$ cat src/rtl/array_pkg.sv
// Shared constants and FSM state type for the array loader/reader family.
package array_pkg;

    localparam int MemoryElementWidth = 12;
    localparam int NArea              = 3;
    localparam int NArrays            = 1;

    typedef enum logic [1:0] {
        IDLE,
        CLEAR,
        LOAD,
        FINISH
    } state_t;

endpackage

$ cat src/rtl/array_address.sv
// Maps (array index, element index) to a flat heap address: array*NArea+index.
// The arithmetic is done at width W; callers keep array < NArrays so it never wraps.
module array_address #(
    parameter int W     = 12,
    parameter int NArea = 3
) (
    input  logic [W-1:0] i_array,
    input  logic [W-1:0] i_index,
    output logic [W-1:0] o_addr
);

    localparam logic [W-1:0] NAreaW = W'(NArea);

    assign o_addr = i_array * NAreaW + i_index;

endmodule

$ cat src/rtl/array_loader.sv
// Streams elements into one heap area and keeps its arraySizes entry current.
// A load clears the size entry, writes each accepted element together with the
// running size, and ends on in_last or when the area is full.
module array_loader #(
    parameter int MemoryElementWidth = array_pkg::MemoryElementWidth,
    parameter int NArea              = array_pkg::NArea,
    parameter int NArrays            = array_pkg::NArrays
) (
    input  logic                          i_clock,
    input  logic                          i_reset,      // active-low, asynchronous
    input  logic                          i_start,
    input  logic [MemoryElementWidth-1:0] i_array,
    input  logic                          i_in_valid,
    input  logic [MemoryElementWidth-1:0] i_in_data,
    input  logic                          i_in_last,
    output logic                          o_in_ready,
    output logic                          o_heap_we,
    output logic [MemoryElementWidth-1:0] o_heap_addr,
    output logic [MemoryElementWidth-1:0] o_heap_wdata,
    output logic                          o_size_we,
    output logic [MemoryElementWidth-1:0] o_size_addr,
    output logic [MemoryElementWidth-1:0] o_size_wdata,
    output logic                          o_busy,
    output logic                          o_done,
    output logic                          o_overflow,
    output logic                          o_error,
    output logic [MemoryElementWidth-1:0] o_count
);

    import array_pkg::*;

    localparam int            W        = MemoryElementWidth;
    localparam logic [W-1:0]  NAreaW   = W'(NArea);
    localparam logic [W-1:0]  NArraysW = W'(NArrays);
    localparam logic [W-1:0]  OneW     = W'(1);

    state_t       r_state;
    state_t       w_next_state;
    logic [W-1:0] r_array;
    logic [W-1:0] r_count;
    logic         r_overflow;
    logic         r_error;

    logic         w_in_ready;
    logic         w_transfer;
    logic [W-1:0] w_count_next;
    logic         w_area_full;
    logic [W-1:0] w_heap_addr;

    assign w_in_ready   = (r_state == LOAD) && (r_count < NAreaW);
    assign w_transfer   = w_in_ready && i_in_valid;
    assign w_count_next = r_count + OneW;
    assign w_area_full  = (w_count_next == NAreaW);

    array_address #(
        .W     (W),
        .NArea (NArea)
    ) u_array_address (
        .i_array (r_array),
        .i_index (r_count),
        .o_addr  (w_heap_addr)
    );

    // State register.
    always_ff @(posedge i_clock or negedge i_reset) begin
        // NOTE: sequential state uses non-blocking assignments so every register
        // samples pre-edge values regardless of block evaluation order.
        if (!i_reset) r_state <= IDLE;
        else          r_state <= w_next_state;
    end

    // Next-state logic.
    always_comb begin
        // NOTE: default assignment first so no path leaves the signal unassigned
        // (which would infer a latch).
        w_next_state = r_state;
        unique case (r_state)
            IDLE:   if (i_start) w_next_state = CLEAR;
            CLEAR:  w_next_state = r_error ? FINISH : LOAD;
            LOAD:   if (w_transfer && (i_in_last || w_area_full)) w_next_state = FINISH;
            FINISH: w_next_state = IDLE;
            default: w_next_state = IDLE;
        endcase
    end

    // Load context: target array, element count and end-of-load status flags.
    always_ff @(posedge i_clock or negedge i_reset) begin
        if (!i_reset) begin
            r_array    <= '0;
            r_count    <= '0;
            r_overflow <= 1'b0;
            r_error    <= 1'b0;
        end else if (r_state == IDLE && i_start) begin
            r_array    <= i_array;
            r_count    <= '0;
            r_overflow <= 1'b0;
            r_error    <= (i_array >= NArraysW);
        end else if (w_transfer) begin
            r_count <= w_count_next;
            if (w_area_full && !i_in_last) r_overflow <= 1'b1;
        end
    end

    // Output decode: writes, handshake and completion flags.
    always_comb begin
        o_in_ready   = w_in_ready;
        o_heap_we    = 1'b0;
        o_heap_addr  = '0;
        o_heap_wdata = '0;
        o_size_we    = 1'b0;
        o_size_addr  = '0;
        o_size_wdata = '0;
        o_done       = 1'b0;
        o_overflow   = 1'b0;
        o_error      = 1'b0;
        unique case (r_state)
            IDLE: ;
            CLEAR: begin
                if (!r_error) begin
                    o_size_we   = 1'b1;
                    o_size_addr = r_array;
                end
            end
            LOAD: begin
                if (w_transfer) begin
                    o_heap_we    = 1'b1;
                    o_heap_addr  = w_heap_addr;
                    o_heap_wdata = i_in_data;
                    o_size_we    = 1'b1;
                    o_size_addr  = r_array;
                    o_size_wdata = w_count_next;
                end
            end
            FINISH: begin
                o_done     = 1'b1;
                o_overflow = r_overflow;
                o_error    = r_error;
            end
            default: ;
        endcase
    end

    assign o_busy  = (r_state != IDLE);
    assign o_count = r_count;

endmodule

$ cat config.mk
export PLATFORM = sky130hd
export DESIGN_NAME = array_loader
export DESIGN_NICKNAME = d
export VERILOG_FILES = /design/src/rtl/array_pkg.sv /design/src/rtl/array_address.sv /design/src/rtl/array_loader.sv
export SDC_FILE = /design/constraint.sdc
export NUM_CORES = 1
export LEC_CHECK = 0
export CORE_MARGIN = 2
export CORE_UTILIZATION = 44
export DETAILED_ROUTE_END_ITERATION = 8
export PLACE_DENSITY = 0.93
export SLEW_MARGIN = 40
export SYNTH_ARGS = -nofsm -noshare
export SYNTH_HDL_FRONTEND = slang
export SYNTH_SLANG_ARGS = --single-unit
$ cat constraint.sdc
create_clock -name i_clock -period 4.8 [get_ports i_clock]
set_input_delay 1.44 -clock i_clock [delete_from_list [all_inputs] [get_ports i_clock]]
set_output_delay 1.44 -clock i_clock [all_outputs]
set_load 0.05 [all_outputs]
Word level (Yosys, flattened, before mapping)
Cells that the tools add are included.
{"block": "word_totals", "output_inout_bits": 67, "register_bits": 28}
{"block": "classes", "n_reduce_logical": 13, "n_eq_ne": 6, "n_addsub": 2, "mul": 1, "mux": 25, "n_lt_le_gt_ge": 2}
{"operator": "12-bit two-way mux", "n": 10}
{"operator": "12-bit one-hot mux with 2 select lines", "n": 1}
{"operator": "12-bit by 1-bit adder with 12-bit output, second input constant", "n": 1}
{"operator": "12-bit adder", "n": 1}
{"operator": "12-bit by 2-bit == test with 1-bit output, second input constant", "n": 1}
{"operator": "12-bit by 1-bit greater-or-equal comparator with 1-bit output, second input constant", "n": 1}
{"operator": "12-bit by 2-bit less-than comparator with 1-bit output, second input constant", "n": 1}
{"operator": "12-bit by 2-bit multiplier with 12-bit output, second input constant", "n": 1}
{"operator": "1-bit two-way mux", "n": 10}
{"operator": "2-bit one-hot mux with 4 select lines", "n": 1}
{"operator": "2-bit nonzero test", "n": 3}
{"operator": "1-bit logical AND", "n": 5}
{"operator": "2-bit == test, second input constant", "n": 2}
{"operator": "2-bit two-way mux", "n": 2}
{"operator": "2-bit AND reduction", "n": 2}
{"operator": "2-bit by 1-bit == test with 1-bit output, second input constant", "n": 1}
{"operator": "2-bit logical NOT", "n": 1}
{"operator": "2-bit by 1-bit != test with 1-bit output, second input constant", "n": 1}
{"operator": "2-bit != test, second input constant", "n": 1}
{"operator": "1-bit one-hot mux with 2 select lines", "n": 1}
{"operator": "1-bit logical NOT", "n": 1}
{"operator": "1-bit logical OR", "n": 1}

Depth between registers and ports, before layout
{"block": "logic_depth", "word_depth": 6, "mapped_depth": 10, "depth_no_buf": 10}

Cells and area by module
A second synthesis with hierarchy kept.
{"block": "unflattened", "hier_cells": 259, "hier_area_um2": 2497.4}
{"module": "array_loader", "seq_area_each_um2": 700.7, "area_each_um2": 1799.2, "n_inst": 1, "cells_per_inst": 180}
{"module": "array_address", "seq_area_each_um2": 0.0, "area_each_um2": 698.2, "n_inst": 1, "cells_per_inst": 79}

Worst setup path before layout
No wires, ideal clock.
{"block": "synth_path", "path_kind": "reg-to-output", "from": "register r_count[1] (netlist: o_count[1])", "to": "output port o_heap_addr[11]", "arrival_ns": 3.480, "setup_slack_ns": -0.120, "t_required_ns": 3.360, "stages_incl_launch_ff": 11, "path_buffers": 0, "cell_sequence": "dfrtp_1 fa_1 ha_1 fa_1 a21o_1 a21oi_1 nor2b_1 o21a_1 o31a_1 xnor2_1 nor2_1"}
{"block": "synth_via", "elab_chain_len": 5, "word_cells_on_any_way": 6, "cone_classes": "add/sub: 1; order compare: 1; mux: 2; reduce/logical: 2"}
{"item": "from (decl)", "line_no": "array_loader.sv:40", "text": "logic [W-1:0] r_count;"}
{"item": "from (signal assigned)", "line_no": "array_loader.sv:99", "text": "r_count <= w_count_next;"}
{"item": "12-bit by 2-bit less-than comparator with 1-bit output", "line_no": "array_loader.sv:50", "text": "assign w_in_ready = (r_state == LOAD) && (r_count < NAreaW);"}
{"item": "1-bit logical AND", "line_no": "array_loader.sv:50"}
{"item": "1-bit logical AND", "line_no": "array_loader.sv:51", "text": "assign w_transfer = w_in_ready && i_in_valid;"}
{"item": "12-bit two-way mux *", "line_no": "array_loader.sv:125", "text": "if (w_transfer) begin"}
{"item": "12-bit two-way mux *", "line_no": "array_loader.sv:116", "text": "unique case (r_state)"}
{"item": "to (decl)", "line_no": "array_loader.sv:18", "text": "output logic [MemoryElementWidth-1:0] o_heap_addr,"}
Every way passes the cells marked *; elsewhere a longest branch is shown, timed or not.

Worst setup path in the final report
Same ends and word-level chain as after synthesis.

==> key figures <==
Status
  • Status: complete, no violations

Timing
  • Max-slew violation count: 0
  • Final Hold Fails: 0
  • Least-Margin Pin Slew: 805 ps
  • Setup ws final: 115 ps
  • Fin crit share: 97.6%
  • Final TNS setup: 0 ps
  • RSZ-0062 raised after global routing: no
  • Final setup viols: 0
  • Slew Limit Headroom: 46.2%
  • Minimum clock period: 4690 ps
  • Clock skew: 6.47 ps
  • Fmax achieved: 213 MHz

Die
  • Die Ht: 76.9 um
  • Row cnt: 26
  • Top Ports: 96
  • Initial Util: 45.7%
  • Die area: 5910 um2
  • CORE AREA: 5110 um2
  • Die X: 76.9 um

Synth
  • Post-synthesis simple-gate area fraction: 21.9%
  • Number of enable flip-flop cells after synthesis: 0
  • Syn Inst Count: 233
  • Post-Syn Area: 2340 um2
  • Synthesized area per cell: 10.0 um2
  • Sequential area share after synthesis: 30.0%
  • Top_reg_cell synth: dfrtp_1
  • Distinct cells, synth: 53
  • Compound-gate portion of the synthesized area: 10.7%
  • Synthesized flop and latch total: 28
  • Largest family of logic cells by synthesized area: simple AND/OR/NAND/NOR gates
  • Mux share of post-synthesis cell area: 7.28%
  • Synthesis Warnings: 0
  • Async set-reset flop share out of synthesis: 100%
  • Xor/xnor cell area share of the yosys netlist: 5.25%
  • Synth Area in Adders: 19.1%

GRT
  • Global-route wire length before repair: 10400 um
  • Total GRT Usage: 21.7%
  • Vias in the first global route: 2080
  • Largest net degree at the start of global routing: 29
  • Grt total ovfl: 0
  • Initial antenna violation count: 0

Pwr
  • Int Pwr: 0.369 mW
  • Overall Power: 0.475 mW
  • Sw Pwr: 0.106 mW
  • Peak supply drop: 0.115 mV
  • Clock power share: 39.6%
  • Leakage Power: 1.74 nW
  • Sw Ratio: 22.3%
  • Power Dens Cells: 133 nW/um2
  • Combinational Power Share: 10.9%
  • Flop pwr share: 49.6%

CTS
  • Clock latency on the worst-skew pair: 280 ps
  • # clock sinks: 28
  • CTS tree: yes
  • CTS root buffer: clkbuf_8
  • Clock buffer depth: 2
  • Htree depth: 1
  • CTS Buf Count: 3
  • Clock slew seen by the registers of the worst setup and hold paths: 90 ps

Flow run
  • Max Cap Violations: 0

Layout
  • Diode count: 0
  • Synth-to-Final Area Change: 52.5%
  • Nets: 378
  • Finished layout cell area: 3560 um2
  • Fin cells: 389
  • Layout cells sized above 1: 25.4%

Route
  • Initial DRC Count: 94
  • Routed WL per cell: 16.5 um
  • Vias: 2104
  • Antenna-violating nets left: 0
  • First-pass DRT Iterations: 4
  • DR DRC count: 0
  • Drt via density: 5.41
  • WL final: 6410 um

Placed design
  • Placed Area: 3460 um2
  • PortBufs: 85
  • Pre-CTS setup slack: 256 ps
  • HPWL Detailed: 5030 um
  • Placed cell count: 384
  • Final GP Congestion: 0.884

Worst setup path
  • Crit path largest cell delay: 490 ps
  • Slowest-stage cell, CP: fa_1
  • WS Path Type: flop to output port
  • Worst Path Required: 3360 ps
  • CP Capture Type: output port
  • Delay-heaviest family, CP: adder cells
  • WP data arrival: 3250 ps
  • Crit Path Max Fanout: 6
  • Crit path buffers/inverters: 1
  • Sequence of cells on the critical path: fa_1 > ha_1 > fa_2 > a21o_1 > a21oi_2 > nor2b_1 > o21a_1 > o31a_1 > xnor2_1 > nor2_2 > buf_12
  • Startpoint Class: flop

Hold path
  • Worst min path class: flop to flop
[power groups by stage]
| stage | clock network (mW) | logic (mW) | registers [mW] |
|---|---|---|---|
| 6_report | 0.188 | 0.0516 | 0.236 |
| 4_1_cts | 0.191 | 0.0521 | 0.236 |
| 3_5_place_dp | 0 | 0.0518 | 0.240 |
| 5_1_grt | 0.201 | 0.0550 | 0.236 |
| 2_1_floorplan | 0 | 0.0250 | 0.240 |
| 3_3_place_gp | 0 | 0.0509 | 0.240 |
[cell type report]
class / count / area [um2]
sequential: 28 / 702
inverter: 8 / 30.0
timing repair buffer: 90 / 1100
clock buffer: 3 / 41.3
clock inverter: 1 / 30.0
fill: 361 / 1550
multi-input combinational: 189 / 1570
tap: 70 / 87.6
[worst register-to-register path, delay by kind of cell (launching register included)]
family | cells | cell delay (ps)
buffers and inverters | 3 | 390
DFF | 1 | 420
and+or+nand+nor | 4 | 1230
adders and majority gates | 1 | 190
AOI/OAI and AO/OA | 1 | 210
[synthesized netlist by cell type (4+ instances only)]
cell type	instances	share of area [%]
fa_1	11	9.4
xnor2_1	10	3.7
a21oi_1	10	2.1
mux2_2	12	5.8
clkbuf_1	6	0.96
xor2_1	4	1.5
buf_4	10	3.2
and2_1	22	5.9
inv_1	7	1.1
nand3_1	4	0.86
nor4_1	5	1.3
and3_1	19	5.1
nor2_1	18	2.9
dfrtp_1	28	30
ha_1	18	9.6
[sequential cells by signal, indices dropped and copies added (netlist names)]
register / cells
o_count: 12
r_array: 12
r_state: 2
r_error: 1
r_overflow: 1
[worst paths after layout]
check                                            start                       to  slack (ps)  cells past startpoint
worst max-delay path            o_count[1]$_DFFE_PN0P_          o_heap_addr[11]         110                     11
worst min-delay path               r_error$_DFFE_PN0P_      r_error$_DFFE_PN0P_         530                      1
worst max register to register  r_state[0]$_DFFE_PN0P_   o_count[1]$_DFFE_PN0P_        2270                      9
worst min register to register     r_error$_DFFE_PN0P_      r_error$_DFFE_PN0P_         530                      1
max in group asynchronous                      i_reset   o_count[1]$_DFFE_PN0P_        2970                      2
min in group asynchronous                      i_reset  o_count[10]$_DFFE_PN0P_        1540                      2
[stage by stage]
| stage | utilization, % | hold WS, ps |
|---|---|---|
| floorplan | - | 468 |
| global placement | 67.7 | 508 |
| detailed placement | 67.7 | 512 |
| CTS | 69.1 | 535 |
| global route | 69.7 | 576 |
| finish | 69.7 | 535 |
[cell families (layout without fill, tap and decap cells)]
family          count (synthesis)  after routing
fa+ha+maj                      29             29
mux                            15             15
flops                          28             28
xor+xnor                       14             14
compound gates                 33             33
other cells                     1             10
buf+inv                        25            102
simple gates                   88             88
[metal layers]
layer / routed length (um) / vias to the layer above / global-route usage, % / part of all wire [%]
met4: 131 / 0 / 6.55 / 2.0
met1: 2570 / 1012 / 26.7 / 40
met5: 0 / - / 0 / 0
met3: 497 / 12 / 4.94 / 7.8
li1: - / 973 / - / -
met2: 3210 / 107 / 37.6 / 50
[repair_timing]
action | 4_1_cts | 5_1_grt
setup endpoints to repair | 2 | 3
pin swaps | 0 | 2
hold buffers | 0 | 0
gates resized for setup | 2 | 4
setup buffers | 0 | 1
[cell usage in the layout, fill, tap and decap left out, drive strengths merged, types with 2 or more instances in the layout]
cell type       n
a2111oi         2
nor2b           2
o31a            2
xor2            4
nor2           18
nand2           4
nand2b          2
nand4           2
nor3            3
buf            45
nand3           4
o21ai           3
a21oi          11
inv             8
clkdlybuf4s50  45
fa             11
ha             18
a21o            3
clkbuf          3
and3           20
mux2           13
dfrtp          28
nor4            6
and2           23
mux2i           2
conb           10
xnor2          10
Note: power is estimated with default switching activity, not from simulation.
